--- config.mk ---
export PLATFORM = sky130hd
export DESIGN_NAME = pc_unit_gen
export DESIGN_NICKNAME = d
export VERILOG_FILES = /design/src/rtl/pc_unit_pkg.sv /design/src/rtl/pc_ras.sv /design/src/rtl/pc_unit_gen.sv
export SDC_FILE = /design/constraint.sdc
export NUM_CORES = 1
export LEC_CHECK = 0
export CAP_MARGIN = 15
export CORE_MARGIN = 3
export CORE_UTILIZATION = 30
export DETAILED_ROUTE_END_ITERATION = 8
export GPL_ROUTABILITY_DRIVEN = 1
export RECOVER_POWER = 25
export SKIP_CTS_REPAIR_TIMING = 1
export SLEW_MARGIN = 10
export SYNTH_ARGS = -nofsm -noshare
export SYNTH_HDL_FRONTEND = slang
export SYNTH_HIERARCHICAL = 1
export SYNTH_SLANG_ARGS = --single-unit
--- constraint.sdc ---
create_clock -name CLK -period 3.49 [get_ports CLK]
set_input_delay 0.698 -clock CLK [delete_from_list [all_inputs] [get_ports CLK]]
set_output_delay 0.698 -clock CLK [all_outputs]
set_load 0.05 [all_outputs]
--- src/rtl/pc_unit_pkg.sv ---
// pc_unit_pkg: shared types and helpers for the program-counter unit.
package pc_unit_pkg;

    // Fetch-sequencer states.
    typedef enum logic [1:0] {
        StIdle,
        StFetch,
        StStall
    } pc_state_e;

    // Default PC loaded on reset.
    localparam int unsigned PC_RESET_ADDR_DFLT = 0;

    // log2 of a power-of-two instruction size; used as the offset scaling shift.
    function automatic int unsigned instr_shift(input int unsigned bytes);
        int unsigned sh;
        sh = 0;
        for (int unsigned i = 0; i < 32; i++) begin
            if ((32'd1 << i) == bytes) begin
                sh = i;
            end
        end
        return sh;
    endfunction

endpackage

--- src/rtl/pc_ras.sv ---
// pc_ras: circular return-address stack. A push onto a full stack overwrites the
// oldest entry; a pop on an empty stack is ignored.
module pc_ras #(
    parameter int unsigned DEPTH = 4,
    parameter int unsigned W     = 32
) (
    input  logic         CLK,
    input  logic         RESET,
    input  logic         PUSH,
    input  logic         POP,
    input  logic [W-1:0] PUSH_DATA,
    output logic [W-1:0] TOP,
    output logic         EMPTY,
    output logic         FULL
);
    localparam int unsigned    PTR_W = (DEPTH > 1) ? $clog2(DEPTH) : 1;
    localparam int unsigned    CNT_W = $clog2(DEPTH + 1);
    localparam logic [PTR_W-1:0] LAST = PTR_W'(DEPTH - 1);

    logic [W-1:0]     mem_q [DEPTH];
    logic [PTR_W-1:0] wr_ptr_q, wr_ptr_d, top_ptr;
    logic [CNT_W-1:0] cnt_q, cnt_d;

    // wr_ptr_q is the next slot to write; the top entry sits just below it.
    assign top_ptr = (wr_ptr_q == '0) ? LAST : wr_ptr_q - PTR_W'(1);
    assign TOP     = mem_q[top_ptr];
    assign EMPTY   = (cnt_q == '0);
    assign FULL    = (cnt_q == CNT_W'(DEPTH));

    // Pointer and occupancy next state; the count saturates when overwriting.
    always_comb begin
        wr_ptr_d = wr_ptr_q;
        cnt_d    = cnt_q;
        if (PUSH) begin
            wr_ptr_d = (wr_ptr_q == LAST) ? '0 : wr_ptr_q + PTR_W'(1);
            if (!FULL) begin
                cnt_d = cnt_q + CNT_W'(1);
            end
        end else if (POP && !EMPTY) begin
            wr_ptr_d = top_ptr;
            cnt_d    = cnt_q - CNT_W'(1);
        end
    end

    // Pointer/count registers with synchronous reset.
    always_ff @(posedge CLK) begin
        if (RESET) begin
            wr_ptr_q <= '0;
            cnt_q    <= '0;
        end else begin
            wr_ptr_q <= wr_ptr_d;
            cnt_q    <= cnt_d;
        end
    end

    // Entry storage; contents need no reset since occupancy gates every read.
    always_ff @(posedge CLK) begin
        if (PUSH) begin
            mem_q[wr_ptr_q] <= PUSH_DATA;
        end
    end

endmodule

--- src/rtl/pc_unit_gen.sv ---
// pc_unit_gen: parametrised program-counter unit with fetch FSM, instruction-memory
// stall handshake, beq/bne/jump redirect, saturating retired-instruction counter and
// sticky illegal-control flag. Defining PC_UNIT_RAS_EN adds CALL/RET ports and a
// return-address stack (pc_ras).
module pc_unit_gen
    import pc_unit_pkg::*;
#(
    parameter int unsigned       ADDR_W      = 32,
    parameter int unsigned       OFFSET_W    = 8,
    parameter int unsigned       INSTR_BYTES = 4,
    parameter logic [ADDR_W-1:0] RESET_ADDR  = ADDR_W'(PC_RESET_ADDR_DFLT),
    parameter int unsigned       CNT_W       = 16,
    parameter int unsigned       RAS_DEPTH   = 4
) (
    input  logic                CLK,
    input  logic                RESET,
    input  logic                BUSYWAIT,
    input  logic                JUMP,
    input  logic                BRANCH,
    input  logic                BRANCH_NE,
    input  logic                ZERO,
    input  logic [OFFSET_W-1:0] OFFSET,
`ifdef PC_UNIT_RAS_EN
    input  logic                CALL,
    input  logic                RET,
`endif
    output logic [ADDR_W-1:0]   PC,
    output logic                PC_VALID,
    output logic [ADDR_W-1:0]   PC_SEQ,
    output logic                TAKEN,
    output logic [CNT_W-1:0]    RETIRED,
    output logic                CTRL_ERR
);
    localparam int unsigned SHIFT = instr_shift(INSTR_BYTES);
`ifdef PC_UNIT_RAS_EN
    localparam int unsigned N_CTRL = 5;
`else
    localparam int unsigned N_CTRL = 3;
`endif

    if ((32'd1 << SHIFT) != INSTR_BYTES) begin : g_bad_instr_bytes
        $error("INSTR_BYTES must be a power of two");
    end
    if (RAS_DEPTH == 0) begin : g_bad_ras_depth
        $error("RAS_DEPTH must be at least 1");
    end

    pc_state_e          state_q, state_d;
    logic [ADDR_W-1:0]  pc_q, pc_d;
    logic [CNT_W-1:0]   retired_q, retired_d;
    logic               err_q, err_d;

    logic [ADDR_W-1:0]  seq, target, off_ext, next_pc;
    logic [N_CTRL-1:0]  ctrl_vec;
    logic               pc_valid, advance, illegal, taken_raw, ret_err;

`ifdef PC_UNIT_RAS_EN
    logic               ras_push, ras_pop, ras_empty, ras_full;
    logic [ADDR_W-1:0]  ras_top;

    assign ctrl_vec = {JUMP, BRANCH, BRANCH_NE, CALL, RET};

    pc_ras #(
        .DEPTH (RAS_DEPTH),
        .W     (ADDR_W)
    ) u_ras (
        .CLK       (CLK),
        .RESET     (RESET),
        .PUSH      (ras_push),
        .POP       (ras_pop),
        .PUSH_DATA (seq),
        .TOP       (ras_top),
        .EMPTY     (ras_empty),
        .FULL      (ras_full)
    );
`else
    assign ctrl_vec = {JUMP, BRANCH, BRANCH_NE};
`endif

    assign pc_valid = (state_q != StIdle);
    assign advance  = pc_valid && !BUSYWAIT;
    assign illegal  = ($countones(ctrl_vec) > 1);
    assign seq      = pc_q + ADDR_W'(INSTR_BYTES);
    assign off_ext  = ADDR_W'($signed(OFFSET));
    assign target   = seq + (off_ext << SHIFT);

    // Redirect decode; an illegal combination falls through to the sequential PC.
    always_comb begin
        taken_raw = 1'b0;
        ret_err   = 1'b0;
        next_pc   = seq;
`ifdef PC_UNIT_RAS_EN
        ras_push  = 1'b0;
        ras_pop   = 1'b0;
`endif
        if (!illegal) begin
            if (JUMP || (BRANCH && ZERO) || (BRANCH_NE && !ZERO)) begin
                taken_raw = 1'b1;
                next_pc   = target;
            end
`ifdef PC_UNIT_RAS_EN
            if (CALL) begin
                taken_raw = 1'b1;
                next_pc   = target;
                ras_push  = advance;
            end
            if (RET) begin
                if (ras_empty) begin
                    ret_err = 1'b1;
                end else begin
                    taken_raw = 1'b1;
                    next_pc   = ras_top;
                    ras_pop   = advance;
                end
            end
`endif
        end
    end

    // Fetch FSM next state plus PC/counter/flag updates on retiring edges.
    always_comb begin
        state_d   = state_q;
        pc_d      = pc_q;
        retired_d = retired_q;
        err_d     = err_q;
        case (state_q)
            StIdle:  state_d = StFetch;
            StFetch: if (BUSYWAIT) state_d = StStall;
            StStall: if (!BUSYWAIT) state_d = StFetch;
            default: state_d = StIdle;
        endcase
        if (advance) begin
            pc_d = next_pc;
            if (retired_q != '1) begin
                retired_d = retired_q + CNT_W'(1);
            end
            if (illegal || ret_err) begin
                err_d = 1'b1;
            end
        end
    end

    // State registers; reset wins over every other condition, including a stall.
    always_ff @(posedge CLK) begin
        if (RESET) begin
            state_q   <= StIdle;
            pc_q      <= RESET_ADDR;
            retired_q <= '0;
            err_q     <= 1'b0;
        end else begin
            state_q   <= state_d;
            pc_q      <= pc_d;
            retired_q <= retired_d;
            err_q     <= err_d;
        end
    end

    assign PC       = pc_q;
    assign PC_VALID = pc_valid;
    assign PC_SEQ   = pc_valid ? seq : '0;
    assign TAKEN    = pc_valid && taken_raw;
    assign RETIRED  = retired_q;
    assign CTRL_ERR = err_q;

endmodule

==> results of run 1 <==
state kept, by name, summed over array words and instances (netlist names):
signal,cells
CTRL_ERR,1
PC,30
RETIRED,16
state_q,2
path summary, 6_finish.rpt:
kind                                  to  slack [ps]  cells past startpoint  startpoint
worst min-delay path            CTRL_ERR         500                      2    CTRL_ERR
worst max register to register    PC[31]        -280                     17       PC[6]
worst min register to register  CTRL_ERR         500                      2    CTRL_ERR
worst max-delay path              PC[31]        -280                     17       PC[6]
cell families (layout without fill, tap and decap cells):
kind of cell	after synthesis	after routing	share of synthesized area (%)
xor gates and xnor gates	61	61	11.67
adders and majority gates	41	41	11.31
other	1	4	0.08189
DFF	49	49	21.42
and+or+nand+nor	269	269	28.99
buffers and inverters	47	273	4.481
AOI/OAI and AO/OA	159	159	21.04
muxes	4	4	1.011
power groups by stage:
stage	registers, mW	clock network (mW)	logic, mW
floorplan	0.730	0	0.477
global placement	0.626	0	0.968
detailed placement	0.627	0	0.983
CTS	0.615	0.650	0.989
global route	0.623	0.669	1.12
finish	0.618	0.637	1.04
metal layers:
metal / up-vias / global-route usage (%) / wire [µm]
met5: - / 0 / 0
met4: 0 / 6.540 / 405
met3: 31 / 3.215 / 628
met2: 123 / 33.17 / 8193
met1: 2541 / 24.30 / 7450
li1: 2665 / - / -
cell usage in the layout, fill, tap and decap left out, types with 10 or more instances in the layout:
master           netlist  final
nand3_1               18     16
a21oi_1               50     40
nand4_1               12     12
ha_1                  39     33
buf_4                  5    173
and3_1                16     10
dfxtp_4                0     16
xnor2_1               29     26
nor3_1                18     14
dlygate4sd3_1          0     16
clkdlybuf4s50_1        0     50
a21oi_2                1     10
and2_1                21     20
xor2_1                32     26
a21o_1                16     16
nor2_1                85     83
dfxtp_1               49     31
o21ai_0               44     36
nand2_1               58     55
inv_1                 19     17
worst max-delay path, stage by stage, from the launching register on:
cell and delay (ps):
dfxtp_4 360, buf_4 110, nand3_4 60, nor2_4 140, inv_4 60, or3_4 400
nor3_4 270, nand2_2 110, xnor2_2 170, ha_1 330, a21o_1 190, a21o_1 190
a21oi_2 190, a31oi_1 110, or3_1 390, a31oi_1 150, a41o_1 130, mux2_4 290
final cells by class:
cell class | instances | share of cell area, %
Sequential cell | 49 | 14.11
Multi-Input combinational cell | 538 | 51.50
Tap cell | 184 | 3.113
Clock inverter | 2 | 0.5244
Clock buffer | 6 | 2.030
Inverter | 20 | 1.049
Timing Repair Buffer | 245 | 27.68
through the flow:
| stage | cell area (µm²) | util [%] | TNS, ps | worst slack, ps |
|---|---|---|---|---|
| after floorplan | 4733 | - | -546.8 | -200.0 |
| after global placement | 6809 | 46.15 | -1557 | -306.2 |
| final | 7396 | 50.13 | -652.4 | -282.1 |
| after global routing | 7396 | 50.13 | -1978 | -479.4 |
| after detailed placement | 6809 | 46.15 | -1925 | -425.3 |
| after CTS | 6998 | 47.43 | -1412 | -346.3 |
==> flow_metrics.py, run 1 <==
metrics = {
    "outcome": {
        "outcome": "finished with violations",
        "violations": "capacitance limit, slew limit, setup timing",
    },
    "timing": {
        "post-route-period-util_pct": 108.1,
        "worst_pin_slew_ps": 2321,
        "slew_violations": 44,
        "grt_setup_unrepaired": "yes",
        "setup_slack_ps": -282.1,
        "setup_viol": 5,
        "slew_headroom_pct": -54.72,
        "fmax_ghz": 0.2651,
        "hold_ws_ps": 496.2,
        "finalWorstPathRequiredPeriod_ps": 3772,
        "skew_ps": 13.85,
        "finalHoldViolations": 0,
    },
    "grt": {
        "track_usage_pct": 19.22,
        "globalRouteOverflowTotal": 0,
        "grt_max_degree": 44,
        "antenna_found_initial": 0,
        "grt_pass1_vias": 5315,
        "grt_pass1_wl_mm": 26.03,
    },
    "power": {
        "ir_drop_mv": 0.1907,
        "cellPowerDensity_mw_per_mm2": 310.4,
        "p_switching_mw": 0.8793,
        "p_int_mw": 1.417,
        "clockPowerShare_pct": 27.7,
        "p_comb_share_pct": 45.4,
        "pwr-share-seq_pct": 26.9,
        "leakagePower_nw": 3.358,
        "power.total_mw": 2.296,
        "p_sw_share_pct": 38.30,
    },
    "synth": {
        "yosysTopAreaCellShare_pct": 21.42,
        "synth.area.top_cells": "dfxtp_1, ha_1, nor2_1",
        "yosysUniqueCellTypes": 60,
        "synth_most_common_cell": "nor2_1",
        "yosys_warnings": 6,
        "ys_top_cells_by_count": "nor2_1, nand2_1, a21oi_1, dfxtp_1, o21ai_0",
        "ys.flop_type": "dfxtp_1",
        "async_flop_share_pct": 0,
        "synth.avg_cell_area_um2": 7.257,
        "syn_area_mm2": 0.004579,
        "ys_seq_area_share_pct": 21.42,
        "syn_inst": 631,
        "yosysTopAreaCell": "dfxtp_1",
        "synth_edf_count": 0,
        "ys_ff_latch": 49,
    },
    "clocking": {
        "cts_tree": "done",
        "cts_max_level": 2,
        "insertion_delay_ps": 310,
        "clock_sink_count": 49,
        "cts_buffers": 5,
        "cts-root-buf": "clkbuf_16",
        "cts_buffer_depth": 2,
        "clk_pin_slew_worst_paths_ps": 80,
    },
    "critical_path": {
        "worstPathArrival_ps": 3980,
        "cp-end-kind": "register",
        "crit_fanout": 4,
        "start_kind": "register",
        "worstPathRequired_ps": 3700,
        "setup.worst_path.class": "register to register",
    },
    "floorplan": {
        "row_count": 44,
        "die_h_um": 129.6,
        "ios": 98,
        "core_mm2": 0.01475,
        "start_util_pct": 31.04,
        "die_w_um": 129.6,
        "dieArea_mm2": 0.01678,
    },
    "run": {
        "cap_violations": 1,
    },
    "layout": {
        "nets": 914,
        "seq_area_mm2": 0.001044,
        "drive_above_1_share_pct": 32.56,
        "fill_cells": 1433,
        "stdcell_count": 1044,
        "antennaDiodeCount": 0,
        "area_growth_pct": 61.50,
        "multi_input_area_mm2": 0.003809,
    },
    "route": {
        "num_vias": 5360,
        "drt_iter0_drc": 306,
        "wl_per_cell_um": 15.97,
        "postRouteAntennaNets": 0,
        "drc": 0,
        "via_per_inst": 5.134,
        "drt_first_pass_iters": 4,
        "wl_mm": 16.68,
    },
    "min_path": {
        "hp-class": "register to register",
    },
    "placement": {
        "dp.final_hpwl_mm": 12.73,
        "placed_cells_incl_taps": 1026,
        "gp_congestion": 0.9217,
        "io_buffers": 93,
    },
}
(Power assumes the default switching activity.)
==> run 2, diff against run 1 <==
--- a/config.mk
+++ b/config.mk
@@ -8,8 +8,10 @@
 export CAP_MARGIN = 15
 export CORE_MARGIN = 3
 export CORE_UTILIZATION = 30
+export CTS_CLUSTER_SIZE = 20
 export DETAILED_ROUTE_END_ITERATION = 8
 export GPL_ROUTABILITY_DRIVEN = 1
+export MAX_ROUTING_LAYER = met4
 export RECOVER_POWER = 25
 export SKIP_CTS_REPAIR_TIMING = 1
 export SLEW_MARGIN = 10
==> run 2 against run 1 <==
The flow finishes with violations (setup timing). Register-to-register slack improved by 50 ps. Sequential cell count unchanged. Sequential power about the same. Die area unchanged. Clock power decreased by 1%. Cell count increased by 0.38%. First-iteration DRC count decreased by 20%. Routed wire length decreased by 1.5%. Via count about the same.
==> flow_metrics.py, run 2 (same netlist as run 1, synthesis figures left out) <==
metrics = {
    "floorplan": {
        "ios": 98,
        "row_count": 44,
        "die_w_um": 129.6,
        "dieArea_mm2": 0.01678,
        "core_mm2": 0.01475,
        "start_util_pct": 31.04,
        "die_h_um": 129.6,
    },
    "clocking": {
        "clock_sink_count": 49,
        "cts_buffers": 5,
        "insertion_delay_ps": 300,
        "cts-root-buf": "clkbuf_16",
        "cts_max_level": 2,
        "clk_pin_slew_worst_paths_ps": 80,
        "cts_buffer_depth": 2,
        "cts_tree": "done",
    },
    "critical_path": {
        "start_kind": "register",
        "worst-path-buf-inv": 0,
        "cp-end-kind": "register",
        "cp_cell_sequence": "nand3_4 > nor2_4 > nand4_1 > or3_4 > nor3_4 > nand2_2 > xnor2_2 > ha_1 > a21o_1 > a21o_1 > a21oi_2 > a31oi_1 > or3_1 > a31oi_1 > a41o_1 > mux2_4",
        "rrSetupSlack_ps": -230,
        "path_delay_family": "simple AND/OR/NAND/NOR gates",
        "crit_fanout": 4,
        "worstPathRequired_ps": 3690,
        "ff2ff_path_depth": 16,
        "r2r-start": "PC[13]",
        "r2r_end": "PC[31]",
        "setup.worst_path.class": "register to register",
        "crit_slowest_cell": "or3_4",
        "cpPeakStageDelay_ps": 390,
        "worstPathArrival_ps": 3920,
    },
    "timing": {
        "setup_slack_ps": -230.6,
        "skew_ps": 9.080,
        "grt_setup_unrepaired": "yes",
        "finalWorstPathRequiredPeriod_ps": 3721,
        "slew_headroom_pct": 31.60,
        "fmax_ghz": 0.2688,
        "finalHoldViolations": 0,
        "slew_violations": 0,
        "post-route-period-util_pct": 106.6,
        "setup_tns_ps": -750.0,
        "worst_pin_slew_ps": 1026,
        "hold_ws_ps": 493.9,
        "setup_viol": 6,
    },
    "route": {
        "drt_iter0_drc": 245,
        "postRouteAntennaNets": 0,
        "num_vias": 5365,
        "wl_met3_um": 779,
        "topRoutingLayerUsed": "met4",
        "wl_per_cell_um": 15.67,
        "drc": 0,
        "drt-met1-wl_mm": 7.320,
        "wl_mm": 16.42,
        "via_per_inst": 5.119,
        "drt_first_pass_iters": 6,
        "wl_met2_mm": 7.984,
    },
    "grt": {
        "track_usage_pct": 19.75,
        "antenna_found_initial": 0,
        "grt_max_degree": 44,
        "globalRouteOverflowTotal": 0,
        "grt_pass1_wl_mm": 26.15,
        "grt_pass1_vias": 5302,
    },
    "placement": {
        "dp.final_hpwl_mm": 12.62,
        "dp_slack_ps": -405.4,
        "io_buffers": 93,
        "gp_congestion": 0.9196,
    },
    "power": {
        "cellPowerDensity_mw_per_mm2": 309.9,
        "power.total_mw": 2.297,
        "leakagePower_nw": 3.370,
        "ir_drop_mv": 0.2308,
    },
    "run": {
        "cap_violations": 0,
    },
    "layout": {
        "layout.cells.most_common_list": "buf_4, nor2_1, nand2_1, clkdlybuf4s50_1, a21oi_1",
        "nets": 918,
        "fill_cells": 1446,
        "seq_area_mm2": 0.001044,
        "layout_commonest_cell": "buf_4",
        "area_growth_pct": 61.89,
        "antennaDiodeCount": 0,
        "multi_input_area_mm2": 0.003789,
        "largest_reg_flops": 30,
        "drive_above_1_share_pct": 32.87,
    },
    "min_path": {
        "hp-class": "register to register",
        "min_to": "CTRL_ERR",
        "hold_start": "CTRL_ERR",
        "holdPathStages": 2,
    },
    "outcome": {
        "outcome": "finished with violations",
        "violations": "setup timing",
    },
}
-- run 2: cell types whose count changed in the layout (fill, tap and decap cells not counted), sizes merged --
cell,change
dlygate4sd3,+1
dlymetal6s2s,-1
buf,+4
-- run 2: worst max-delay path by stage --
stage / from / slack (ps) / cells past startpoint / endpoint
2_1_floorplan: PC[12] / -200 / 19 / PC[31]
3_3_place_gp: OFFSET[7] / -320 / 13 / PC[31]
3_5_place_dp: OFFSET[0] / -410 / 12 / PC[26]
4_1_cts: PC[13] / -370 / 18 / PC[31]
5_1_grt: PC[13] / -440 / 17 / PC[31]
6_report: PC[13] / -230 / 16 / PC[31]
-- run 2: where the power goes --
group | total [mW] | internal, mW | switching, mW
clock | 0.630 | 0.385 | 0.245
sequential | 0.618 | 0.586 | 0.0314
combinational | 1.05 | 0.452 | 0.597
-- run 2: layer usage --
metal / GRT usage [%] / vias up
li1: - / 2679
met1: 24.73 / 2532
met2: 32.93 / 131
met3: 2.927 / 23
met4: 6.051 / 0
met5: - / -
-- run 2: area by class of cell --
cell class / instances / area share (%)
clock buffers: 6 / 2.025
clock inverters: 2 / 0.5232
inverters: 20 / 1.013
multi-input cells: 538 / 51.11
flip-flops and latches: 49 / 14.08
well taps: 184 / 3.105
repair buffers: 249 / 28.15
-- run 2: per-stage QoR --
stage               utilization, %  instances  instance area, µm²
floorplan                        -        634                4733
global placement             46.46       1032                6854
detailed placement           46.46       1032                6854
CTS                          47.74       1040                7043
global route                 50.25       1048                7413
finish                       50.25       1048                7413
-- run 2: worst min-delay path, delay by kind of cell (launching register included) --
family | cells | cell delay [ps]
flops | 1 | 340
simple gates | 2 | 120
